==> src/rtl/reg_seq_pkg.sv <==
// Shared types and constants for the register write-strobe sequencer.
package reg_seq_pkg;

  typedef enum logic [1:0] {
    ST_IDLE    = 2'd0,
    ST_SETUP   = 2'd1,
    ST_STROBE  = 2'd2,
    ST_RELEASE = 2'd3
  } seq_state_e;

  localparam logic CPU = 1'b0;
  localparam logic DMA = 1'b1;

  // The strobe must be high for at least one full cycle to be seen as an edge.
  localparam int MIN_HOLD = 1;

endpackage

==> src/rtl/rr_arb2.sv <==
// Two-way round-robin arbiter: on contention the requester that did not win last time is granted.
module rr_arb2
  import reg_seq_pkg::*;
(
  input  logic [1:0] valid,
  input  logic       last_grant,
  output logic [1:0] grant
);

  always_comb begin
    grant = 2'b00;
    if (valid[CPU] && valid[DMA]) begin
      if (last_grant == CPU) grant[DMA] = 1'b1;
      else                   grant[CPU] = 1'b1;
    end else begin
      grant = valid;
    end
  end

endmodule

==> src/rtl/reg_strobe_sequencer.sv <==
// Turns accepted CPU/DMA register writes into a single clean write-clock pulse per write.
//
//   state      | meaning
//   -----------+---------------------------------------------------------
//   ST_IDLE    | ready offered to the arbitration winner; accept latches
//   ST_SETUP   | reg_d driven, all c low (setup before register sample)
//   ST_STROBE  | one c bit high for HOLD cycles (down-counter)
//   ST_RELEASE | all c low, reg_d held, so the next pulse is a new edge
module reg_strobe_sequencer
  import reg_seq_pkg::*;
#(
  parameter int NREG = 8,
  parameter int AW   = 3,
  parameter int DW   = 16,
  parameter int HOLD = 1
) (
  input  logic            clock,
  input  logic            reset,
  input  logic [1:0]      req_valid,
  input  logic [AW-1:0]   req_addr0,
  input  logic [DW-1:0]   req_data0,
  input  logic [AW-1:0]   req_addr1,
  input  logic [DW-1:0]   req_data1,
  output logic [1:0]      req_ready,
  output logic [NREG-1:0] reg_c,
  output logic [DW-1:0]   reg_d,
  output logic            busy,
  output logic            last_grant,
  output logic            addr_err
);

  localparam int HOLD_EFF = (HOLD < MIN_HOLD) ? MIN_HOLD : HOLD;
  localparam int CW       = (HOLD_EFF > 1) ? $clog2(HOLD_EFF) : 1;
  localparam logic [CW-1:0] HOLD_LOAD = CW'(HOLD_EFF - 1);

  seq_state_e      state_q, state_d;
  logic [AW-1:0]   addr_q, addr_d;
  logic [DW-1:0]   reg_d_q, reg_d_d;
  logic [NREG-1:0] reg_c_q, reg_c_d;
  logic [CW-1:0]   cnt_q, cnt_d;
  logic            last_grant_q, last_grant_d;
  logic            addr_err_q, addr_err_d;

  logic [1:0]      grant;
  logic            accept;
  logic            sel_idx;
  logic [AW-1:0]   sel_addr;
  logic [DW-1:0]   sel_data;
  logic            addr_ok;

  rr_arb2 u_arb (
    .valid      (req_valid),
    .last_grant (last_grant_q),
    .grant      (grant)
  );

  always_comb begin
    sel_idx  = req_ready[DMA];
    sel_addr = sel_idx ? req_addr1 : req_addr0;
    sel_data = sel_idx ? req_data1 : req_data0;
    addr_ok  = int'(sel_addr) < NREG;
    accept   = |req_ready;
  end

  always_ff @(posedge clock) begin
    if (reset) begin
      state_q      <= ST_IDLE;
      addr_q       <= '0;
      reg_d_q      <= '0;
      reg_c_q      <= '0;
      cnt_q        <= '0;
      last_grant_q <= DMA;
      addr_err_q   <= 1'b0;
    end else begin
      state_q      <= state_d;
      addr_q       <= addr_d;
      reg_d_q      <= reg_d_d;
      reg_c_q      <= reg_c_d;
      cnt_q        <= cnt_d;
      last_grant_q <= last_grant_d;
      addr_err_q   <= addr_err_d;
    end
  end

  always_comb begin
    state_d      = state_q;
    addr_d       = addr_q;
    reg_d_d      = reg_d_q;
    cnt_d        = cnt_q;
    last_grant_d = last_grant_q;
    addr_err_d   = 1'b0;
    case (state_q)
      ST_IDLE: begin
        if (accept) begin
          last_grant_d = sel_idx;
          // Out-of-range writes are consumed so the requester is not stuck.
          if (addr_ok) begin
            addr_d  = sel_addr;
            reg_d_d = sel_data;
            state_d = ST_SETUP;
          end else begin
            addr_err_d = 1'b1;
          end
        end
      end
      ST_SETUP: begin
        cnt_d   = HOLD_LOAD;
        state_d = ST_STROBE;
      end
      ST_STROBE: begin
        if (cnt_q == '0) state_d = ST_RELEASE;
        else             cnt_d   = cnt_q - CW'(1);
      end
      ST_RELEASE: state_d = ST_IDLE;
      default:    state_d = ST_IDLE;
    endcase
  end

  // reg_c is registered from the next state so the strobe never glitches.
  always_comb begin
    busy      = (state_q != ST_IDLE);
    req_ready = (state_q == ST_IDLE && !reset) ? grant : 2'b00;
    reg_c_d   = '0;
    if (state_d == ST_STROBE) begin
      for (int i = 0; i < NREG; i++) reg_c_d[i] = (addr_q == AW'(i));
    end
  end

  assign reg_c      = reg_c_q;
  assign reg_d      = reg_d_q;
  assign last_grant = last_grant_q;
  assign addr_err   = addr_err_q;

endmodule

==> config.mk <==
export PLATFORM = sky130hd
export DESIGN_NAME = reg_strobe_sequencer
export DESIGN_NICKNAME = d
export VERILOG_FILES = /design/src/rtl/reg_seq_pkg.sv /design/src/rtl/rr_arb2.sv /design/src/rtl/reg_strobe_sequencer.sv
export SDC_FILE = /design/constraint.sdc
export NUM_CORES = 1
export LEC_CHECK = 0
export CAP_MARGIN = 25
export CORE_ASPECT_RATIO = 1.25
export CORE_MARGIN = 2
export CORE_UTILIZATION = 38
export CTS_CLUSTER_SIZE = 28
export DETAILED_ROUTE_END_ITERATION = 8
export GPL_TIMING_DRIVEN = 0
export HOLD_SLACK_MARGIN = 0.05
export PLACE_DENSITY = 0.74
export RECOVER_POWER = 50
export SYNTH_ARGS = -nofsm -noshare
export SYNTH_HDL_FRONTEND = slang
export SYNTH_SLANG_ARGS = --single-unit
==> constraint.sdc <==
create_clock -name clock -period 1.7 [get_ports clock]
set_input_delay 0.34 -clock clock [delete_from_list [all_inputs] [get_ports clock]]
set_output_delay 0.34 -clock clock [all_outputs]
set_load 0.005 [all_outputs]
==> results of run 1 <==
## through the flow
stage               cell area [um2]  worst slack [ns]  utilization  std cells  power, W
floorplan                      1380             0.180            -        158   0.00143
global placement               2110            -0.584        0.605        265   0.00186
detailed placement             2110            -0.592        0.605        265   0.00186
CTS                            2280            0.0388        0.654        280   0.00270
global route                   2270            0.0128        0.653        281   0.00283
finish                         2270            0.0888        0.653        281   0.00267
## Yosys cell counts
cell type | instances | area share
sky130_fd_sc_hd__a21boi_2 | 1 | 0.0082
sky130_fd_sc_hd__a21oi_1 | 1 | 0.0036
sky130_fd_sc_hd__a311oi_1 | 1 | 0.0064
sky130_fd_sc_hd__a31oi_1 | 20 | 0.091
sky130_fd_sc_hd__and2_1 | 1 | 0.0045
sky130_fd_sc_hd__and3_1 | 1 | 0.0045
sky130_fd_sc_hd__buf_2 | 7 | 0.025
sky130_fd_sc_hd__buf_4 | 2 | 0.011
sky130_fd_sc_hd__buf_6 | 5 | 0.041
sky130_fd_sc_hd__clkbuf_1 | 2 | 0.0055
sky130_fd_sc_hd__clkbuf_4 | 1 | 0.0055
sky130_fd_sc_hd__conb_1 | 1 | 0.0027
sky130_fd_sc_hd__dfxtp_1 | 30 | 0.44
sky130_fd_sc_hd__ha_1 | 4 | 0.036
sky130_fd_sc_hd__inv_1 | 3 | 0.0082
sky130_fd_sc_hd__nand2_1 | 1 | 0.0027
sky130_fd_sc_hd__nand2b_1 | 4 | 0.018
sky130_fd_sc_hd__nand3_1 | 19 | 0.069
sky130_fd_sc_hd__nand3b_1 | 1 | 0.0055
sky130_fd_sc_hd__nand4_1 | 19 | 0.086
sky130_fd_sc_hd__nor2_1 | 7 | 0.019
sky130_fd_sc_hd__nor2_2 | 1 | 0.0045
sky130_fd_sc_hd__nor2b_1 | 1 | 0.0045
sky130_fd_sc_hd__nor2b_4 | 1 | 0.010
sky130_fd_sc_hd__nor3_1 | 2 | 0.0073
sky130_fd_sc_hd__o21ai_0 | 10 | 0.036
sky130_fd_sc_hd__o21ai_1 | 10 | 0.036
sky130_fd_sc_hd__or2_2 | 1 | 0.0045
sky130_fd_sc_hd__or3b_1 | 1 | 0.0064
## area by class of cell
| class | count | area (um2) | share of cell area |
|---|---|---|---|
| plain buffers | 16 | 115 | 0.0506 |
| clock buffers | 5 | 68.8 | 0.0303 |
| clock inverters | 3 | 40.0 | 0.0176 |
| inverters | 3 | 11.3 | 0.00495 |
| multi-input cells | 108 | 657 | 0.289 |
| flip-flops and latches | 30 | 602 | 0.265 |
| well taps | 39 | 48.8 | 0.0215 |
| repair buffers | 77 | 731 | 0.321 |
## routing by layer
metal | global-route usage | wire length [um]
met5 | 0 | 0
met4 | 0.0827 | 86
met3 | 0.0668 | 352
met2 | 0.311 | 1910
met1 | 0.237 | 1640
## worst max-delay path by stage
| stage | startpoint | endpoint | slack [ns] | depth (start not counted) |
|---|---|---|---|---|
| final | last_grant | req_ready[0] | 0.09 | 4 |
| after global routing | last_grant | req_ready[0] | 0.01 | 4 |
| after CTS | state_q[1] | req_ready[0] | 0.04 | 6 |
| after detailed placement | req_valid[1] | req_ready[1] | -0.59 | 5 |
| after global placement | req_valid[1] | req_ready[1] | -0.58 | 5 |
| after floorplan | state_q[0] | req_ready[0] | 0.18 | 5 |
## report_power, final
group | internal [W] | switching [W]
Clock | 0.000431 | 0.000278
Combinational | 0.000591 | 0.000483
Sequential | 0.000818 | 0.0000716
## registers in the layout, indices dropped and copies added, names as in the netlist
signal / flops
last_grant: 1
reg_d: 16
addr_q: 3
reg_c: 8
state_q: 2
## cells by family after synthesis
| logic type | after synthesis | share of synthesized area |
|---|---|---|
| AO/OA/AOI/OAI | 43 | 0.182 |
| adder cells (fa/ha/maj) | 4 | 0.0363 |
| AND/OR/NAND/NOR | 60 | 0.247 |
| flip-flops | 30 | 0.436 |
| other | 1 | 0.00272 |
| buffers and inverters | 20 | 0.0963 |
## worst reg2reg max path: cells and delay by family (launching register included)
kind                       cells  cell delay (ns)
buffers and inverters          4             0.58
DFF                            1             0.35
AOI/OAI and AO/OA              2             0.26
adders and majority gates      1             0.15
and+or+nand+nor                1             0.06
## what timing repair did
| action | CTS | global route |
|---|---|---|
| setup endpoints to repair | 3 | 1 |
| pin swaps | 1 | 0 |
| buffers inserted | 7 | 2 |
| hold endpoints to repair | 0 | 0 |
| gates resized for setup | 21 | 1 |
==> run_summary.xml, run 1 <==
<?xml version="1.0" encoding="UTF-8"?>
<metrics>
  <group name="routing">
    <metric name="routed_wire_length_per_instance" unit="um">14.2</metric>
    <metric name="postRouteWirelength" unit="um">3990</metric>
    <metric name="drtPass1Iterations" unit="">4</metric>
    <metric name="post_dr_vias_cell" unit="">5.41</metric>
    <metric name="drc" unit="">0</metric>
    <metric name="vias" unit="">1521</metric>
    <metric name="antenna_violating_nets_post_route" unit="">0</metric>
    <metric name="dr.first_iter.drc_count" unit="">53</metric>
  </group>
  <group name="logic_synthesis">
    <metric name="syn-num-nets" unit="">204</metric>
    <metric name="synth_cells" unit="">158</metric>
    <metric name="synth-seq-area-share" unit="">0.436</metric>
    <metric name="syn_area_per_cell" unit="um2">8.72</metric>
    <metric name="synth-warning-count" unit="">0</metric>
    <metric name="ys_ff_latch" unit="">30</metric>
    <metric name="syn_area" unit="um2">1380</metric>
    <metric name="synth_cell_types" unit="">29</metric>
  </group>
  <group name="cts">
    <metric name="holdBufCountCts" unit="">0</metric>
    <metric name="cts_num_sinks" unit="">30</metric>
    <metric name="clock_tree.root_cell" unit="">sky130_fd_sc_hd__clkbuf_8</metric>
    <metric name="clkLatencyLatePin" unit="ns">0.28</metric>
    <metric name="cts.path.max_buffers" unit="">2</metric>
    <metric name="cts-buffers-inserted" unit="">5</metric>
    <metric name="cts.reportedPaths.clkPinSlew" unit="ns">0.07</metric>
    <metric name="cts_tree" unit="">done</metric>
    <metric name="cts_h_tree_depth" unit="">2</metric>
  </group>
  <group name="sta">
    <metric name="finalSetupTns" unit="ns">0</metric>
    <metric name="timing.clock.skew" unit="ns">0.00276</metric>
    <metric name="finalHoldViolCount" unit="">0</metric>
    <metric name="final.min_clock_period" unit="ns">1.61</metric>
    <metric name="timing.final.crit_share" unit="">0.948</metric>
    <metric name="report.final.slew_viol_count" unit="">0</metric>
    <metric name="timing.hold.ws" unit="ns">0.251</metric>
    <metric name="rsz0062_at_grt" unit="">no</metric>
    <metric name="setup_viol" unit="">0</metric>
    <metric name="maxClockFrequency" unit="MHz">621</metric>
  </group>
  <group name="outcome">
    <metric name="outcome" unit="">complete, no violations</metric>
  </group>
  <group name="floorplanning">
    <metric name="die_x" unit="um">57.9</metric>
    <metric name="die_area" unit="um2">4130</metric>
    <metric name="number_of_cell_rows" unit="">24</metric>
    <metric name="start_util" unit="">0.395</metric>
    <metric name="pin_count" unit="">71</metric>
    <metric name="design.core.area" unit="um2">3480</metric>
    <metric name="die_h" unit="um">71.3</metric>
  </group>
  <group name="critical_path">
    <metric name="crit_buf_inv" unit="">2</metric>
    <metric name="reg2reg_to" unit="">reg_d[14]</metric>
    <metric name="timing.critical_path.cells" unit="">nand2b_1, clkbuf_4, and3_1, buf_2</metric>
    <metric name="critical_path.slowest_cell" unit="">sky130_fd_sc_hd__dfxtp_2</metric>
    <metric name="crit-reg2reg-launch" unit="">state_q[0]</metric>
    <metric name="critical_path.top_delay_family" unit="">flip-flops</metric>
    <metric name="cpPeakStageDelay" unit="ns">0.35</metric>
    <metric name="path_class" unit="">reg -&gt; out</metric>
    <metric name="timing.critical_path.arrival" unit="ns">1.27</metric>
    <metric name="worst-r2r-cell-count" unit="">8</metric>
    <metric name="cp-start-kind" unit="">flop</metric>
    <metric name="critPathMaxFanout" unit="">10</metric>
    <metric name="r2r_slack" unit="ns">0.21</metric>
    <metric name="timing.critical_path.to_type" unit="">output pin</metric>
    <metric name="critPathRequiredTime" unit="ns">1.36</metric>
  </group>
  <group name="global_route">
    <metric name="grt.overflow.total" unit="">0</metric>
    <metric name="largest_net_degree_at_the_start_of_global_routing" unit="">11</metric>
    <metric name="grt_pass1_wl" unit="um">6280</metric>
    <metric name="groute.usage.overall" unit="">0.195</metric>
    <metric name="grt_pass1_vias" unit="">1386</metric>
    <metric name="number_of_antenna_violations_at_the_first_check_in_global_routing" unit="">0</metric>
  </group>
  <group name="min_path">
    <metric name="holdPathEnd" unit="">state_q[1]</metric>
    <metric name="hold_path_depth" unit="">2</metric>
    <metric name="worst_hold_path_type" unit="">in -&gt; reg</metric>
    <metric name="timing.hold.worst.start" unit="">reset</metric>
  </group>
  <group name="cells_and_area">
    <metric name="final_cell_mix" unit="">58 x sky130_fd_sc_hd__clkdlybuf4s50_1, 29 x sky130_fd_sc_hd__dfxtp_1, 20 x sky130_fd_sc_hd__a31oi_1, 19 x sky130_fd_sc_hd__nand3_1, 19 x sky130_fd_sc_hd__nand4_1</metric>
    <metric name="layout.filler_cells" unit="">312</metric>
    <metric name="share_of_layout_cells_above_drive_strength_1" unit="">0.165</metric>
    <metric name="antennaDiodeCount" unit="">0</metric>
    <metric name="area_delta_synth_final" unit="%">65.0</metric>
    <metric name="final_nets" unit="">287</metric>
    <metric name="layout.cells.most_common" unit="">sky130_fd_sc_hd__clkdlybuf4s50_1</metric>
  </group>
  <group name="power_and_ir_drop">
    <metric name="vdd_ir_drop_max" unit="mV">0.774</metric>
    <metric name="power-per-cell-area" unit="nW/um2">1180</metric>
    <metric name="total_leakage_power" unit="nW">0.847</metric>
  </group>
  <group name="job">
    <metric name="timing.max_cap.violations" unit="">0</metric>
  </group>
  <group name="placement">
    <metric name="dp.final_hpwl" unit="um">2680</metric>
    <metric name="portBuffers" unit="">68</metric>
    <metric name="globalplace.congestion" unit="">0.739</metric>
  </group>
</metrics>
Power figures use the tool's default switching activity.
==> run 2: changes to the inputs <==
Settings changed: CTS_CLUSTER_DIAMETER set to 30.
==> results of run 2 <==
Same layout as run 1: the final DEF is identical, and so are final timing and power.
